$ cat config.mk
export PLATFORM = sky130hd
export DESIGN_NAME = temp_sense_ctrl_flat
export DESIGN_NICKNAME = d
export VERILOG_FILES = /design/src/rtl/temp_sense_ctrl_if.sv /design/src/rtl/temp_sense_ctrl.sv /design/src/flat_wrapper.sv
export SDC_FILE = /design/constraint.sdc
export NUM_CORES = 1
export LEC_CHECK = 0
export ABC_AREA = 1
export CAP_MARGIN = 20
export CELL_PAD_IN_SITES_DETAIL_PLACEMENT = 1
export CELL_PAD_IN_SITES_GLOBAL_PLACEMENT = 1
export CORE_MARGIN = 5
export CORE_UTILIZATION = 39
export CTS_CLUSTER_DIAMETER = 200
export CTS_CLUSTER_SIZE = 24
export DETAILED_ROUTE_END_ITERATION = 7
export PLACE_DENSITY = 0.93
export SETUP_SLACK_MARGIN = 0.5
export SYNTH_ARGS = -nofsm -noshare
export SYNTH_HDL_FRONTEND = slang
export SYNTH_SLANG_ARGS = --single-unit
$ cat constraint.sdc
create_clock -name lf_clk -period 2.9 [get_ports lf_clk]
set_clock_uncertainty 0.05 [all_clocks]
set_input_delay 0.435 -clock lf_clk [delete_from_list [all_inputs] [get_ports lf_clk]]
set_output_delay 0.435 -clock lf_clk [all_outputs]
set_load 0.1 [all_outputs]
$ cat src/rtl/temp_sense_ctrl_if.sv
// Handshake between the temperature-sense controller and the ring-oscillator
// measurement block. The controller is the master: it issues a start pulse
// and receives done plus the measured cycle count.
interface temp_sense_ctrl_if #(
  parameter int WIDTH = 10
);
  logic             meas_start;
  logic             meas_done;
  logic [WIDTH-1:0] meas_cycles;

  modport master (
    output meas_start,
    input  meas_done,
    input  meas_cycles
  );

  modport slave (
    input  meas_start,
    output meas_done,
    output meas_cycles
  );
endinterface

$ cat src/rtl/temp_sense_ctrl.sv
// Temperature-sense sequencer: periodically triggers the measurement block,
// averages 2^AVG_LOG2 results, raises a hysteretic over-temperature alarm and
// flags handshake timeouts. Everything runs on the 32.768 kHz lf_clk.
module temp_sense_ctrl #(
  parameter int WIDTH    = 10,
  parameter int AVG_LOG2 = 2,
  parameter int PERIOD_W = 16
)(
  input  logic                lf_clk,
  input  logic                reset,
  input  logic                en,
  input  logic [PERIOD_W-1:0] period,
  input  logic [WIDTH-1:0]    thr_hi,
  input  logic [WIDTH-1:0]    thr_lo,
  temp_sense_ctrl_if.master   meas,
  output logic [WIDTH-1:0]    avg,
  output logic                avg_valid,
  output logic                alarm,
  output logic                busy,
  output logic                err
);

  localparam int ACC_W  = WIDTH + AVG_LOG2;
  // Keep the sample counter at least one bit wide so AVG_LOG2=0 still elaborates.
  localparam int SCNT_W = (AVG_LOG2 > 0) ? AVG_LOG2 : 1;
  localparam logic [SCNT_W-1:0] SCNT_LAST = SCNT_W'((1 << AVG_LOG2) - 1);
  // Last in-state cycle index before the handshake is declared dead.
  localparam logic [2:0] TMO_LOW  = 3'd3;
  localparam logic [2:0] TMO_HIGH = 3'd7;

  typedef enum logic [2:0] {
    IDLE        = 3'd0,
    START       = 3'd1,
    WAIT_LOW    = 3'd2,
    WAIT_HIGH   = 3'd3,
    WAIT_PERIOD = 3'd4
  } state_t;

  state_t              state, state_nx;
  logic [2:0]          tcnt;
  logic [PERIOD_W-1:0] pcnt;
  logic [ACC_W-1:0]    acc;
  logic [SCNT_W-1:0]   scnt;

  logic                cap, tmo, last;
  logic [ACC_W-1:0]    acc_sum;
  logic [WIDTH-1:0]    avg_new;

  logic                start_nx, busy_nx, vld_nx, alarm_nx, err_nx;
  logic [WIDTH-1:0]    avg_nx;

  assign cap     = (state == WAIT_HIGH) && meas.meas_done;
  assign tmo     = ((state == WAIT_LOW)  &&  meas.meas_done && (tcnt == TMO_LOW)) ||
                   ((state == WAIT_HIGH) && !meas.meas_done && (tcnt == TMO_HIGH));
  assign last    = (scnt == SCNT_LAST);
  assign acc_sum = acc + ACC_W'(meas.meas_cycles);
  assign avg_new = WIDTH'(acc_sum >> AVG_LOG2);

  // State register.
  always_ff @(posedge lf_clk or posedge reset) begin
    if (reset) state <= IDLE;
    else       state <= state_nx;
  end

  // Next-state decode. Done is tested before the timeout count so a late but
  // valid handshake edge on the final allowed cycle is still accepted.
  always_comb begin
    state_nx = state;
    case (state)
      IDLE:        if (en) state_nx = START;
      START:       state_nx = WAIT_LOW;
      WAIT_LOW:    if (!meas.meas_done)      state_nx = WAIT_HIGH;
                   else if (tcnt == TMO_LOW) state_nx = IDLE;
      WAIT_HIGH:   if (meas.meas_done)        state_nx = WAIT_PERIOD;
                   else if (tcnt == TMO_HIGH) state_nx = IDLE;
      WAIT_PERIOD: if (!en)              state_nx = IDLE;
                   else if (pcnt == '0)  state_nx = START;
      default:     state_nx = IDLE;
    endcase
  end

  // Output decode: next values for the registered outputs.
  always_comb begin
    start_nx = (state_nx == START);
    busy_nx  = (state_nx != IDLE);
    vld_nx   = cap && last;
    avg_nx   = avg;
    alarm_nx = alarm;
    err_nx   = err;
    if (cap && last) begin
      avg_nx = avg_new;
      // Set is checked first so it wins when thr_lo > thr_hi.
      if (avg_new > thr_hi)      alarm_nx = 1'b1;
      else if (avg_new < thr_lo) alarm_nx = 1'b0;
    end
    if (tmo)                        err_nx = 1'b1;
    else if (state == IDLE && !en)  err_nx = 1'b0;
  end

  // Output registers.
  always_ff @(posedge lf_clk or posedge reset) begin
    if (reset) begin
      meas.meas_start <= 1'b0;
      busy            <= 1'b0;
      avg_valid       <= 1'b0;
      avg             <= '0;
      alarm           <= 1'b0;
      err             <= 1'b0;
    end else begin
      meas.meas_start <= start_nx;
      busy            <= busy_nx;
      avg_valid       <= vld_nx;
      avg             <= avg_nx;
      alarm           <= alarm_nx;
      err             <= err_nx;
    end
  end

  // Handshake timeout counter: cycles spent in the current wait state.
  always_ff @(posedge lf_clk or posedge reset) begin
    if (reset)
      tcnt <= '0;
    else if ((state == WAIT_LOW || state == WAIT_HIGH) && state_nx == state)
      tcnt <= tcnt + 3'd1;
    else
      tcnt <= '0;
  end

  // Inter-sample idle counter, loaded with period as WAIT_PERIOD is entered.
  always_ff @(posedge lf_clk or posedge reset) begin
    if (reset)
      pcnt <= '0;
    else if (cap)
      pcnt <= period;
    else if (state == WAIT_PERIOD && pcnt != '0)
      pcnt <= pcnt - PERIOD_W'(1);
  end

  // Accumulator and sample count. A partial sum survives en=0 in WAIT_PERIOD
  // but is dropped on a timeout since the group's timing is no longer uniform.
  always_ff @(posedge lf_clk or posedge reset) begin
    if (reset) begin
      acc  <= '0;
      scnt <= '0;
    end else if (tmo) begin
      acc  <= '0;
      scnt <= '0;
    end else if (cap) begin
      if (last) begin
        acc  <= '0;
        scnt <= '0;
      end else begin
        acc  <= acc_sum;
        scnt <= scnt + SCNT_W'(1);
      end
    end
  end

endmodule

$ cat src/flat_wrapper.sv
// flat-port wrapper written by rule: the top's interface ports become plain ports
module temp_sense_ctrl_flat 
#(
  parameter int WIDTH    = 10,
  parameter int AVG_LOG2 = 2,
  parameter int PERIOD_W = 16
)
  (lf_clk, reset, en, period, thr_hi, thr_lo, avg, avg_valid, alarm, busy, err, meas_meas_start, meas_meas_done, meas_meas_cycles);
  temp_sense_ctrl_if #(.WIDTH(WIDTH)) meas_i ();
  input  logic lf_clk;
  input  logic reset;
  input  logic en;
  input  logic [PERIOD_W-1:0] period;
  input  logic [WIDTH-1:0] thr_hi;
  input  logic [WIDTH-1:0] thr_lo;
  output logic [WIDTH-1:0] avg;
  output logic avg_valid;
  output logic alarm;
  output logic busy;
  output logic err;
  output wire logic [$bits(meas_i.meas_start)-1:0] meas_meas_start;
  input wire logic [$bits(meas_i.meas_done)-1:0] meas_meas_done;
  input wire logic [$bits(meas_i.meas_cycles)-1:0] meas_meas_cycles;
  assign meas_meas_start = meas_i.meas_start;
  assign meas_i.meas_done = meas_meas_done;
  assign meas_i.meas_cycles = meas_meas_cycles;
  temp_sense_ctrl #(.WIDTH(WIDTH), .AVG_LOG2(AVG_LOG2), .PERIOD_W(PERIOD_W)) u_core (.lf_clk(lf_clk), .reset(reset), .en(en), .period(period), .thr_hi(thr_hi), .thr_lo(thr_lo), .meas(meas_i), .avg(avg), .avg_valid(avg_valid), .alarm(alarm), .busy(busy), .err(err));
endmodule
== Word level (Yosys, flattened, before mapping) ==
Cells that the tools add are included.

* Flip-flop bits (word level): 51
* Bits of input ports: 50
* Output and inout port bits: 15
* Logic and storage cells: 69

* Add/subtract/negate cells: 4
* Magnitude comparators: 2
* Equality and inequality tests: 9
* Muxes and demuxes: 21
* Reduce and logical (&&, ||, !) cells: 22

{| class="wikitable"
|+ Operators by type and width
! kind !! number
|-
| $mux W12 || 3
|-
| $mux W16 || 2
|-
| $mux W3 || 8
|-
| $logic_not A16 Y1 || 1
|-
| $reduce_bool A16 Y1 || 1
|-
| $sub A16 B1 Y16 const B || 1
|-
| $pmux W3 S5 || 1
|-
| $add A12 B10 Y12 || 1
|-
| $gt A10 B10 Y1 || 1
|-
| $lt A10 B10 Y1 || 1
|-
| $eq A3 B2 Y1 const B || 3
|-
| $logic_and A1 B1 Y1 || 9
|-
| $reduce_bool A2 Y1 || 4
|-
| $eq A3 B1 Y1 const B || 2
|-
| $eq A3 B3 Y1 const B || 2
|-
| $mux W2 || 3
|-
| $mux W1 || 4
|-
| $add A3 B1 Y3 const B || 1
|-
| $eq A3 B3 Y1 || 1
|-
| $logic_not A3 Y1 || 1
|-
| $reduce_bool A3 Y1 || 1
|-
| $add A2 B1 Y2 const B || 1
|-
| $eq A2 B2 Y1 const B || 1
|-
| $logic_not A1 Y1 || 2
|-
| 2 further kinds || 3
|}

== Depth between registers and ports, before layout ==
* Depth in word-level cells: 7
* Mapped depth: 22
* Depth with buffers taken out: 22

== Worst setup path before layout ==
OpenSTA, ideal clock, no wires.

* Path kind: input port to flip-flop
* From: input meas_meas_cycles[0]
* To: register u_core.alarm
* Setup time: 122 ps
* Arrival: 2510 ps
* Required time: 2728 ps
* Path slack: 218 ps
* Stages on the path: 20
* Path buffers: 0
* Cell sequence: ha_1 -> fa_1 -> nand3_1 -> nand2_1 -> nand2_1 -> nand2_1 -> nand2_1 -> a21boi_0 -> nor2_1 -> ha_1 -> nand2_1 -> inv_1 -> nand2_1 -> nand2_1 -> a21oi_1 -> nand2_1 -> nand2_1 -> nand2_1 -> nand2_1 -> nand2_1

* Word-level cells in the longest chain between the ends: 4
* Elaborated cells between the ends (all ways): 6

{| class="wikitable"
|+ Ends and longest elaborated chain
! item !! RTL line !! text
|-
| from (decl) || flat_wrapper.sv:23 || <nowiki>input wire logic [$bits(meas_i.meas_cycles)-1:0] meas_meas_cycles;</nowiki>
|-
| $add A12 B10 Y12 * || temp_sense_ctrl.sv:56 || <nowiki>assign acc_sum = acc + ACC_W'(meas.meas_cycles);</nowiki>
|-
| named net u_core.acc_sum[6] || temp_sense_ctrl.sv:46 || <nowiki>logic [ACC_W-1:0] acc_sum;</nowiki>
|-
| $lt A10 B10 Y1 / $gt A10 B10 Y1 (equally long branches) || temp_sense_ctrl.sv:94, temp_sense_ctrl.sv:93 ||
|-
| $reduce_bool A2 Y1 (no source line) || -- ||
|-
| $reduce_and A2 Y1 (no source line) || -- ||
|-
| to (signal assigned) || temp_sense_ctrl.sv:114 || <nowiki>alarm <= alarm_nx;</nowiki>
|-
| to (decl) || temp_sense_ctrl.sv:18 || <nowiki>output logic alarm,</nowiki>
|}

Mark *: on every way through the listed nets, which the timed path passes. The rest lies on a longest branch.
A chain may end at the register's enable or synchronous reset.

== Final worst setup path ==
* From: register u_core.acc[0]
* To: register u_core.alarm

* Word-level cells in the longest chain between the ends: 4
* Elaborated cells between the ends (all ways): 6

{| class="wikitable"
|+ Ends and longest elaborated chain
! item !! RTL line !! text
|-
| from (decl) || temp_sense_ctrl.sv:42 || <nowiki>logic [ACC_W-1:0] acc;</nowiki>
|-
| from (signal assigned) || temp_sense_ctrl.sv:153 || <nowiki>acc <= acc_sum;</nowiki>
|-
| $add A12 B10 Y12 * || temp_sense_ctrl.sv:56 ||
|-
| named net u_core.acc_sum[6] || temp_sense_ctrl.sv:46 ||
|-
| $lt A10 B10 Y1 / $gt A10 B10 Y1 (equally long branches) || temp_sense_ctrl.sv:94, temp_sense_ctrl.sv:93 ||
|-
| $reduce_bool A2 Y1 (no source line) || -- ||
|-
| $reduce_and A2 Y1 (no source line) || -- ||
|}

Marks and branches as above.

==> results.sh <==
export IMPL_cts_tree="yes"
export IMPL_synth_edf_count=0
export IMPL_cts_made_buffers=5
export IMPL_finalCriticalPeriod_ps=2990
export IMPL_route_detailed_drc=0
export IMPL_ys_flop_type="dfrtp_1"
export IMPL_slew_headroom_pct=62.3
export IMPL_synth_top_cell_area_share_pct=35.2
export IMPL_synth_warnings=0
export IMPL_synth_area_top_cells="dfrtp_1 (35%), nand2_1 (14%), ha_1 (12%)"
export IMPL_num_vias=4071
export IMPL_fp_row_count=35
export IMPL_violations="setup timing"
export IMPL_avgSynthCellArea_sq_um=7.41
export IMPL_grt_pass1_vias=4414
export IMPL_portBuffers=64
export IMPL_grt_usage_pct=25.1
export IMPL_tightest_slew_ps=565
export IMPL_routedWlPerCell_um=21.5
export IMPL_worstSetupStartpointType="flip-flop"
export IMPL_clk_path_buf_depth=2
export IMPL_hpwl_um=9590
export IMPL_drive_gt1_share_pct=28.5
export IMPL_power_density_nw_per_um2=1210
export IMPL_grt_max_degree=29
export IMPL_finalHoldWorstSlack_ps=401
export IMPL_fp_dieH_um=106
export IMPL_root_buffer="clkbuf_8"
export IMPL_start_util_pct=39.7
export IMPL_syn_nets=575
export IMPL_vias_per_cell=5.69
export IMPL_worst_slack_ps=-86.7
export IMPL_clkTransAtPathRegs_ps=100
export IMPL_clkPwrFrac_pct=8.7
export IMPL_power_switching_mw=3.32
export IMPL_drv_slew=0
export IMPL_cts_htree_levels=2
export IMPL_switching_share_pct=52.3
export IMPL_total_power_mw=6.34
export IMPL_die_area_sq_um=11300
export IMPL_firstDrtPassIters=4
export IMPL_post_route_util_pct=57.3
export IMPL_antennaDiodeCount=0
export IMPL_cts_sinks=51
export IMPL_vdd_drop_max_mv=0.451
export IMPL_coreArea_sq_um=9150
export IMPL_final_nets=688
export IMPL_mostFrequentLayoutCell="nand2_1"
export IMPL_ys_seq_area_share_pct=35.2
export IMPL_clkLatencyLatePin_ps=320
export IMPL_post_place_ws_ps=-564
export IMPL_syn_area_sq_um=3630
export IMPL_required_ps=3060
export IMPL_ys_async_sr_fraction_pct=100
export IMPL_finalSetupViolCount=1
export IMPL_fmax_ghz=0.335
export IMPL_syn_inst=490
export IMPL_cp_arrival_ps=3150
export IMPL_p_comb_share_pct=71.1
export IMPL_hold_path_class="flip-flop to flip-flop"
export IMPL_criticalPathCategory="flip-flop to flip-flop"
export IMPL_antenna_found_initial=0
export IMPL_fin_crit_sh_pct=103
export IMPL_ant_nets=0
export IMPL_cell_internal_pwr_mw=3.03
export IMPL_timing_final_hold_violations=0
export IMPL_status="complete, but fails checks"
export IMPL_yosysTopAreaCell="dfrtp_1"
export IMPL_leakagePower_nw=2.62
export IMPL_grt_overflow=0
export IMPL_max_cap_violations=0
export IMPL_p_seq_share_pct=20.2
export IMPL_place_congestion=0.872
export IMPL_rsz0062_at_grt="true"
export IMPL_fp_dieW_um=106
export IMPL_routed_wl_um=15400
export IMPL_synth_seq_cells=51
export IMPL_cp_max_fo=4
export IMPL_mostFrequentLayoutCells="nand2_1 (117), buf_4 (62), inv_1 (59), dfrtp_1 (51), clkdlybuf4s50_1 (39)"
export IMPL_area_delta_synth_final_pct=44.6
export IMPL_pin_count=65
export IMPL_yosysUniqueCellTypes=40
export IMPL_drt_iter0_markers=226
export IMPL_grt_pass1_wl_um=22500
export IMPL_crit_path_end_kind="flip-flop"
[sequential cells by signal, indices dropped and copies added, names as in the netlist]
signal and flops:
u_core.state 3, u_core.alarm 1, u_core.pcnt 16, u_core.tcnt 3, u_core.scnt 2, u_core.avg 10
u_core.acc 12, u_core.meas.meas_start 1, u_core.err 1, u_core.avg_valid 1, u_core.busy 1
[final cells by class]
| type | count | area, sq um |
|---|---|---|
| Timing Repair Buffer | 113 | 978 |
| Tap cell | 111 | 139 |
| Multi-Input combinational cell | 366 | 2480 |
| Inverter | 66 | 250 |
| Clock inverter | 2 | 38.8 |
| Clock buffer | 6 | 82.6 |
| Sequential cell | 51 | 1280 |
| Fill cell | 1105 | 3900 |
[worst max-delay path, stage by stage (launching register included)]
cell	delay, ps
dfrtp_1	430
ha_4	190
fa_2	390
nand3_2	90
nand2_2	70
nand2_2	90
nand2_2	50
nand2_2	80
a21boi_2	80
nor2_4	240
ha_4	250
nand2_4	90
inv_2	60
nand2_1	90
nand2_2	70
nand2_2	80
nand3_2	70
nand2_2	90
nand2_2	80
nand3b_1	150
nand2_1	70
[synth_stat cells (3+ instances only)]
library cell  number
xor2_1             4
o21ai_1            6
nand2_1          138
nand2_4            3
a21oi_1           17
a22o_1             3
nand2_2            4
o211ai_1           9
ha_1              34
and2_1             3
nor2_1            43
nor2_2             4
inv_1             63
buf_6              4
nand4_1            7
nor2_4             3
o21ai_0           20
dfrtp_1           51
nand3_1           43
or2_2              3
[layer usage]
layer  GRT usage, %  up-vias  part of all wire (%)
li1               -     1816                     -
met1           27.2     2013                    36
met2           47.3      180                    52
met3           4.31       62                   5.8
met4           11.6        0                   5.6
met5              0        -                     0
[power by group through the flow]
stage | clock [mW] | sequential, mW | combinational, mW
2_1_floorplan | 0 | 1.70 | 1.68
3_3_place_gp | 0 | 1.23 | 3.26
3_5_place_dp | 0 | 1.25 | 3.50
4_1_cts | 0.560 | 1.27 | 3.89
5_1_grt | 0.585 | 1.31 | 4.80
6_report | 0.552 | 1.28 | 4.51
[worst paths after layout]
path,end,depth (start not counted),startpoint,slack (ps)
max,u_core.alarm,20,u_core.acc[0],-90
min,u_core.tcnt[0],1,u_core.tcnt[0],400
max reg2reg,u_core.alarm,20,u_core.acc[0],-90
min reg2reg,u_core.tcnt[0],1,u_core.tcnt[0],400
max in group asynchronous,u_core.tcnt[2],3,reset,1810
min in group asynchronous,u_core.avg[3],2,reset,440
[metrics by stage]
stage	area (sq um)	cells	setup TNS, ps
floorplan	3650	490	0
global placement	4650	699	-361
detailed placement	4650	699	-564
CTS	5030	712	0
global route	5250	715	-188
finish	5250	715	-86.7
[timing repair]
item                                   in CTS  in global routing
setup endpoints to repair                   1                  1
gates resized for setup                    55                 44
buffers inserted                            5                  3
endpoints found under the hold margin       0                  0
gates cloned                                0                  0
pin swaps                                  34                 23
hold buffers                                0                  0
[cell families after synthesis]
logic type	count (synthesis)	synth area share [%]
compound gates	67	11.3
xor+xnor	5	1.21
buf+inv	73	8.58
flops	51	35.2
fa+ha+maj	35	12.3
simple gates	259	31.5
No activity file was read; power rests on OpenSTA's default activity.
